## src/rtl/uart_boot_pkg.sv

```systemverilog
// Shared definitions for the UART boot loader: FSM state encoding, stream
// phase, UART register map and host response codes.
package uart_boot_pkg;

    typedef enum logic [2:0] {
        S_IDLE,
        S_POLL,
        S_READ,
        S_STORE,
        S_SEND,
        S_DONE,
        S_ERROR
    } state_t;

    // Which part of the host stream the next complete byte group belongs to
    typedef enum logic [1:0] {
        PH_LENGTH,
        PH_DATA,
        PH_CSUM
    } phase_t;

    localparam logic [7:0] ADDR_RX_DATA  = 8'd0;
    localparam logic [7:0] ADDR_RX_AVAIL = 8'd4;
    localparam logic [7:0] ADDR_TX_DATA  = 8'd8;

    localparam logic [7:0] RESP_ACK = 8'h06;
    localparam logic [7:0] RESP_NAK = 8'h15;

endpackage

```

## src/rtl/uart_boot_loader.sv

```systemverilog
// UART boot loader: polls the UART, assembles little-endian words from the
// host stream (length word, then payload words), writes them to memory from
// BASE_ADDRESS upward and answers the host with ACK or NAK.
// Optional feature macro: UART_BOOT_CHECKSUM_EN -- a trailing XOR checksum
// byte over the payload is read and checked before the response.
module uart_boot_loader
    import uart_boot_pkg::*;
#(
    parameter logic [31:0] BASE_ADDRESS = 32'h0000_0000,
    parameter int          MAX_WORDS    = 1024
) (
    input  logic        clock,
    input  logic        reset,
    input  logic        start,
    output logic        busy,
    output logic        done,
    output logic        error,
    output logic        uart_selected,
    output logic [7:0]  uart_address,
    output logic        uart_read,
    output logic        uart_write,
    output logic [7:0]  uart_write_data,
    input  logic [31:0] uart_read_data,
    output logic [31:0] mem_address,
    output logic [31:0] mem_write_data,
    output logic        mem_write
);

    localparam int WCW = $clog2(MAX_WORDS + 1);

`ifdef UART_BOOT_CHECKSUM_EN
    localparam bit CSUM_EN = 1'b1;
`else
    localparam bit CSUM_EN = 1'b0;
`endif

    state_t              r_state, w_next;
    phase_t              r_phase;
    logic [3:0][7:0]     r_lanes;
    logic [1:0]          r_byte_cnt;
    logic [WCW-1:0]      r_word_cnt;
    logic [WCW-1:0]      r_len;
    logic [7:0]          r_csum;
    logic [7:0]          r_resp;
    logic                r_done;
    logic                r_error;

    logic [7:0]          w_byte;
    logic [31:0]         w_word;
    logic                w_last_lane;
    logic                w_len_big;
    logic                w_len_zero;
    logic                w_last_word;
    logic                w_csum_ok;
    logic                w_unused;

    // Only the low byte of RX data and bit 0 of RX available carry meaning
    assign w_unused    = ^uart_read_data[31:8];
    assign w_byte      = uart_read_data[7:0];
    // Word as it will look once the byte being read lands in lane 3
    assign w_word      = {w_byte, r_lanes[2], r_lanes[1], r_lanes[0]};
    assign w_last_lane = (r_byte_cnt == 2'd3);
    assign w_len_big   = (w_word > 32'(MAX_WORDS));
    assign w_len_zero  = (w_word == 32'd0);
    assign w_last_word = (WCW'(r_word_cnt + 1'b1) == r_len);
    assign w_csum_ok   = (w_byte == r_csum);

    assign busy          = (r_state != S_IDLE);
    assign uart_selected = busy;
    assign done          = r_done;
    assign error         = r_error;

    // State register
    always_ff @(posedge clock or posedge reset) begin
        if (reset) r_state <= S_IDLE;
        else       r_state <= w_next;
    end

    // Next-state and bus strobes; every strobe is decoded from the state alone
    always_comb begin
        w_next          = r_state;
        uart_address    = 8'd0;
        uart_read       = 1'b0;
        uart_write      = 1'b0;
        uart_write_data = 8'd0;
        mem_address     = 32'd0;
        mem_write_data  = 32'd0;
        mem_write       = 1'b0;
        case (r_state)
            S_IDLE: begin
                if (start) w_next = S_POLL;
            end
            S_POLL: begin
                uart_read    = 1'b1;
                uart_address = ADDR_RX_AVAIL;
                if (uart_read_data[0]) w_next = S_READ;
            end
            S_READ: begin
                uart_read    = 1'b1;
                uart_address = ADDR_RX_DATA;
                if (r_phase == PH_CSUM)
                    w_next = S_SEND;
                else if (w_last_lane) begin
                    if (r_phase == PH_DATA)
                        w_next = S_STORE;
                    else if (w_len_big || (w_len_zero && !CSUM_EN))
                        w_next = S_SEND;
                    else
                        w_next = S_POLL;
                end else
                    w_next = S_POLL;
            end
            S_STORE: begin
                mem_write      = 1'b1;
                mem_address    = BASE_ADDRESS + (32'(r_word_cnt) << 2);
                mem_write_data = r_lanes;
                w_next         = (w_last_word && !CSUM_EN) ? S_SEND : S_POLL;
            end
            S_SEND: begin
                uart_write      = 1'b1;
                uart_address    = ADDR_TX_DATA;
                uart_write_data = r_resp;
                w_next          = (r_resp == RESP_ACK) ? S_DONE : S_ERROR;
            end
            S_DONE:  w_next = S_IDLE;
            S_ERROR: w_next = S_IDLE;
            default: w_next = S_IDLE;
        endcase
    end

    // Byte assembly, counters, checksum, response selection and result flags
    always_ff @(posedge clock or posedge reset) begin
        if (reset) begin
            r_phase    <= PH_LENGTH;
            r_lanes    <= '0;
            r_byte_cnt <= '0;
            r_word_cnt <= '0;
            r_len      <= '0;
            r_csum     <= '0;
            r_resp     <= '0;
            r_done     <= 1'b0;
            r_error    <= 1'b0;
        end else begin
            case (r_state)
                S_IDLE: begin
                    if (start) begin
                        r_phase    <= PH_LENGTH;
                        r_byte_cnt <= '0;
                        r_word_cnt <= '0;
                        r_csum     <= '0;
                        r_done     <= 1'b0;
                        r_error    <= 1'b0;
                    end
                end
                S_READ: begin
                    if (r_phase == PH_CSUM) begin
                        r_resp <= w_csum_ok ? RESP_ACK : RESP_NAK;
                    end else begin
                        r_lanes[r_byte_cnt] <= w_byte;
                        r_byte_cnt          <= r_byte_cnt + 2'd1;
                        if (r_phase == PH_DATA) r_csum <= r_csum ^ w_byte;
                        if (w_last_lane && r_phase == PH_LENGTH) begin
                            if (w_len_big) begin
                                r_resp <= RESP_NAK;
                            end else if (w_len_zero) begin
                                r_resp <= RESP_ACK;
                                if (CSUM_EN) r_phase <= PH_CSUM;
                            end else begin
                                r_len   <= w_word[WCW-1:0];
                                r_phase <= PH_DATA;
                            end
                        end
                    end
                end
                S_STORE: begin
                    r_word_cnt <= r_word_cnt + 1'b1;
                    if (w_last_word) begin
                        r_resp <= RESP_ACK;
                        if (CSUM_EN) r_phase <= PH_CSUM;
                    end
                end
                S_DONE:  r_done  <= 1'b1;
                S_ERROR: r_error <= 1'b1;
                default: ;
            endcase
        end
    end

endmodule
```

## config.mk

```make
export PLATFORM = sky130hd
export DESIGN_NAME = uart_boot_loader
export DESIGN_NICKNAME = d
export VERILOG_FILES = /design/src/rtl/uart_boot_pkg.sv /design/src/rtl/uart_boot_loader.sv
export SDC_FILE = /design/constraint.sdc
export NUM_CORES = 1
export LEC_CHECK = 0
export CORE_MARGIN = 2
export CORE_UTILIZATION = 51
export CTS_CLUSTER_DIAMETER = 100
export CTS_CLUSTER_SIZE = 24
export DETAILED_ROUTE_END_ITERATION = 6
export PLACE_DENSITY_LB_ADDON = 0.25
export SLEW_MARGIN = 10
export SYNTH_ARGS = -nofsm -noshare
export SYNTH_HDL_FRONTEND = slang
export SYNTH_SLANG_ARGS = --single-unit
```

## constraint.sdc

```tcl
create_clock -name clock -period 5.9 [get_ports clock]
set_clock_uncertainty 0.15 [all_clocks]
set_input_delay 1.18 -clock clock [delete_from_list [all_inputs] [get_ports clock]]
set_output_delay 1.18 -clock clock [all_outputs]
set_load 0.1 [all_outputs]
```

==> impl.org <==
** GRT
- Vias in the first global route :: 2724
- Combined global-route utilization of all metal layers :: 0.2044
- Number of antenna violations at the first check in global routing :: 0
- The first global-routing pass estimated 13630 um of wire.
- After global routing the overflow that remains totals 0.
- Entering global routing, the biggest net connects 66 pins.

** Critical path
- Worst-path cell chain :: inv_1 > nand3_1 > inv_1 > and2_1 > clkdlybuf4s50_1
- The worst setup path is captured at an output pin.
- For the worst setup path, the data required time is 4.57 ns.
- Of all nets on the critical path, the largest fanout is 30.
- Crit-path slowest cell :: sky130_fd_sc_hd__clkdlybuf4s50_1
- On the critical path the largest part of the delay comes from buffers and inverters.
- CP Class :: reg2out
- By instance count, the cell type seen most on the critical path is sky130_fd_sc_hd__inv_1.
- Buf+Inv Stages, Crit Path :: 3
- The critical path crosses 5 cells after its start point.
- Reg2Reg Depth :: 6
- The worst setup path is launched from a flip-flop.
- Delay of the slowest cell on the worst path :: 1.14 ns
- Data on the critical path arrives at its endpoint at ~3.8 ns.

** Clock network
- Total CTS buffers :: 9
- Once the clock tree was built, the setup fixing pass inserted 0 buffers.
- Maximum root-to-sink buffer count :: 2
- Resize count post-CTS :: 0
- Hold buffer count at cts :: 0
- Clock Pin Slew Worst Setup and Hold Paths :: 0.07 ns
- The clock tree synthesis step divided the H-tree into 3 levels.
- Count of clock tree sinks :: 65
- Clk_lat worst skew :: around 0.33 ns
- TritonCTS built the clock tree.
- Master cell of the clock root buffer :: sky130_fd_sc_hd__clkbuf_8

** Synth
- Dominant cells by area after synthesis :: sky130_fd_sc_hd__dfrtp_1 (42%), sky130_fd_sc_hd__mux2_2 (9.9%), sky130_fd_sc_hd__and2_1 (7.6%), sky130_fd_sc_hd__buf_4 (7.0%), sky130_fd_sc_hd__mux2_4 (3.5%)
- For this run, the leading register cell type out of synthesis is sky130_fd_sc_hd__dfrtp_1.
- Cell type with the largest total area after synthesis :: sky130_fd_sc_hd__dfrtp_1
- In this run the cell area of the synthesized design comes to 3865 um2.
- Counting every instance in the synthesized netlist gives 382.
- Most instantiated library cell after synthesis :: sky130_fd_sc_hd__dfrtp_1
- A synthesized cell averages 10.12 um2.
- Post-synthesis cell type count :: 55
- The synthesized design contains 0 enable-type register cells.
- The share of synthesized area in the top cell type comes to 0.4208.
- Async SR Flop Fraction :: 1.000
- Synthesis inferred 65 register bits.
- The share of the Yosys chip area taken by registers is 0.4208.
- Yosys printed 0 warnings.
- Post-synth top cells :: sky130_fd_sc_hd__dfrtp_1 (65), sky130_fd_sc_hd__and2_1 (47), sky130_fd_sc_hd__buf_4 (36)

** Timing
- Number of max-slew violations in the final report :: 0
- Period Utilization, post-route :: 0.8684
- The worst pin sits at a relative slew slack of 0.3248.
- After layout, the minimum clock period comes to 5.124 ns.
- Setup slack of the critical path after layout :: 0.7762 ns
- Total count of hold-check failures in the final report :: 0
- Actual transition at the worst max-transition pin :: 1.010 ns
- Timing would allow up to 195.2 MHz.
- Final setup vio count :: 0
- Setup total negative slack on the finished layout was measured at 0 ns.
- Setup repair after global routing left no endpoint under its margin.
- The tightest hold path in the finished design has a slack of ~0.35 ns.

** Hold path
- The worst hold path belongs to the class reg2reg.
- Counting instances, the worst hold path has a depth of 1.

** Placed design
- Input and output buffers added on the ports amount to 66.
- Detailed placement ended at an HPWL of 5925 um.
- Final weighted congestion of routability-driven global placement :: 0.9089
- Cell count after placement :: 522
- Placement Cell Area :: 4355 um2
- Worst setup timing slack at the placement stage :: 1.182 ns

** Layout
- Number of antenna repair diodes :: 0
- Final standard cell count with taps included and fillers excluded :: about 540
- At the end of the flow, the number of nets in the layout was 474.
- Relative area change from synthesis to final layout :: 19.00%
- Once layout is done, the placed cells without fillers occupy 4599 um2.
- In the final layout, the share of cells above drive strength 1 is 0.2096.
- Post-layout utilization of the core :: 0.6307
- Fill cells in the final layout number 622.

** Routing
- Using the TritonRoute via totals, the vias-per-cell ratio works out to 5.346.
- Number of iterations in the first detailed-routing pass :: 5
- Across all layers, the routed design uses ~2900 vias.
- Number of DRC violations after detailed routing :: 0
- The detail route stage leaves a number of antenna-violating nets equal to 0.
- After detailed routing, the average wire length per cell comes to between 15 and 20 um.
- Post-Route WL :: 8336 um
- For this block, the initial DRC count from the detailed router was 119.

** Pwr
- The analysis attributes to cell leakage a power of 2.108 nW.
- The worst-case IR drop observed on VDD is 0.2359 mV.
- The analysis attributes to net switching a power of 0.9193 mW.
- Logic gate share of total power :: 0.429
- For this design the ratio of total power to cell area is 440.9 nW/um2.
- Sw Share :: 0.4533
- Of the total power, the clock network draws 0.228.
- Internal power :: between 1 and 1.5 mW
- Total power for the finished layout comes to 2.028 mW.
- Of the total power, registers draw 0.343.

** Floorplanning
- Std-Cell Core Area :: 7292 um2
- For this configuration, the core starts out at a cell density of 0.5300.
- The floorplan has 31 rows.
- For this design the top-level I/O count stands at roughly 120.
- Die Span Y :: around 91 um
- Horizontal extent of the die :: ~91 um
- The floorplan step defined a die boundary enclosing 8291 um2.

** Run status
- The flow ran to the end, and the final reports show no timing, DRC or antenna violations.

** Flow run
- The tool flagged a number of max-cap violations equal to 0.
-- metal layers --
layer  GRT usage  part of all wire
met1      0.2737              0.45
met2      0.3333              0.48
met3     0.03402             0.053
met4     0.07828             0.019
met5           0                 0
-- flip-flops by register name, indices dropped and copies added (netlist names) --
| name | flops |
|---|---|
| done | 1 |
| error | 1 |
| r_byte_cnt | 2 |
| r_lanes | 32 |
| r_len | 11 |
| r_phase | 1 |
| r_resp | 3 |
| r_state | 3 |
| r_word_cnt | 11 |
-- area by class of cell --
class,instances,area (um2),area share
multi-input cells,281,1951,0.4241
flip-flops and latches,65,1627,0.3536
inverters,9,33.78,0.007345
clock buffers,11,141.4,0.03074
repair buffers,68,620.6,0.1349
clock inverters,5,102.6,0.02231
well taps,99,123.9,0.02693
-- cell usage in the layout (no fill, tap or decap), types with 3 or more instances in the layout --
master	n
sky130_fd_sc_hd__conb_1	31
sky130_fd_sc_hd__nor2_1	13
sky130_fd_sc_hd__clkdlybuf4s50_1	44
sky130_fd_sc_hd__a31oi_1	3
sky130_fd_sc_hd__xnor2_1	7
sky130_fd_sc_hd__o31ai_1	4
sky130_fd_sc_hd__o21ai_0	23
sky130_fd_sc_hd__buf_4	24
sky130_fd_sc_hd__nand3_1	10
sky130_fd_sc_hd__xor2_1	6
sky130_fd_sc_hd__mux2_2	34
sky130_fd_sc_hd__and2_1	47
sky130_fd_sc_hd__bufinv_16	3
sky130_fd_sc_hd__nor3_1	4
sky130_fd_sc_hd__ha_1	5
sky130_fd_sc_hd__a21oi_1	14
sky130_fd_sc_hd__clkbuf_8	10
sky130_fd_sc_hd__dfrtp_1	65
sky130_fd_sc_hd__mux2_4	9
sky130_fd_sc_hd__nor4_1	9
sky130_fd_sc_hd__nand2_1	16
sky130_fd_sc_hd__nand4_1	3
sky130_fd_sc_hd__inv_1	8
sky130_fd_sc_hd__and3_1	6
-- cells by family (layout without fill, tap and decap cells) --
group                    Yosys count  count (layout)  synth area share
AO/OA/AOI/OAI                     66              66            0.1101
AND/OR/NAND/NOR                  123             123            0.1849
buffers and inverters             66              93            0.1036
flip-flops                        65              65            0.4208
adder cells (fa/ha/maj)            5               5           0.01619
other                              1              31         0.0009703
XOR/XNOR                          13              13           0.02946
multiplexers                      43              43            0.1340
-- power by group through the flow --
| stage | Sequential, mW | Clock (mW) | Combinational, mW |
|---|---|---|---|
| after floorplan | 0.654 | 0 | 0.754 |
| after global placement | 0.695 | 0 | 0.857 |
| after detailed placement | 0.701 | 0 | 0.872 |
| after CTS | 0.695 | 0.466 | 0.874 |
| after global routing | 0.716 | 0.489 | 0.919 |
| final | 0.696 | 0.463 | 0.869 |
-- final timing paths --
check	startpoint	to	slack [ns]
min in group asynchronous	reset	r_lanes[30]	1.25
setup reg to reg	r_state[2]	r_word_cnt[7]	2.87
setup / recovery	r_state[2]	mem_write_data[6]	0.78
hold / removal	r_resp[2]	r_resp[2]	0.35
max in group asynchronous	reset	r_lanes[2]	3.82
hold reg to reg	r_resp[2]	r_resp[2]	0.35
Note: power is estimated with default switching activity, not from simulation.
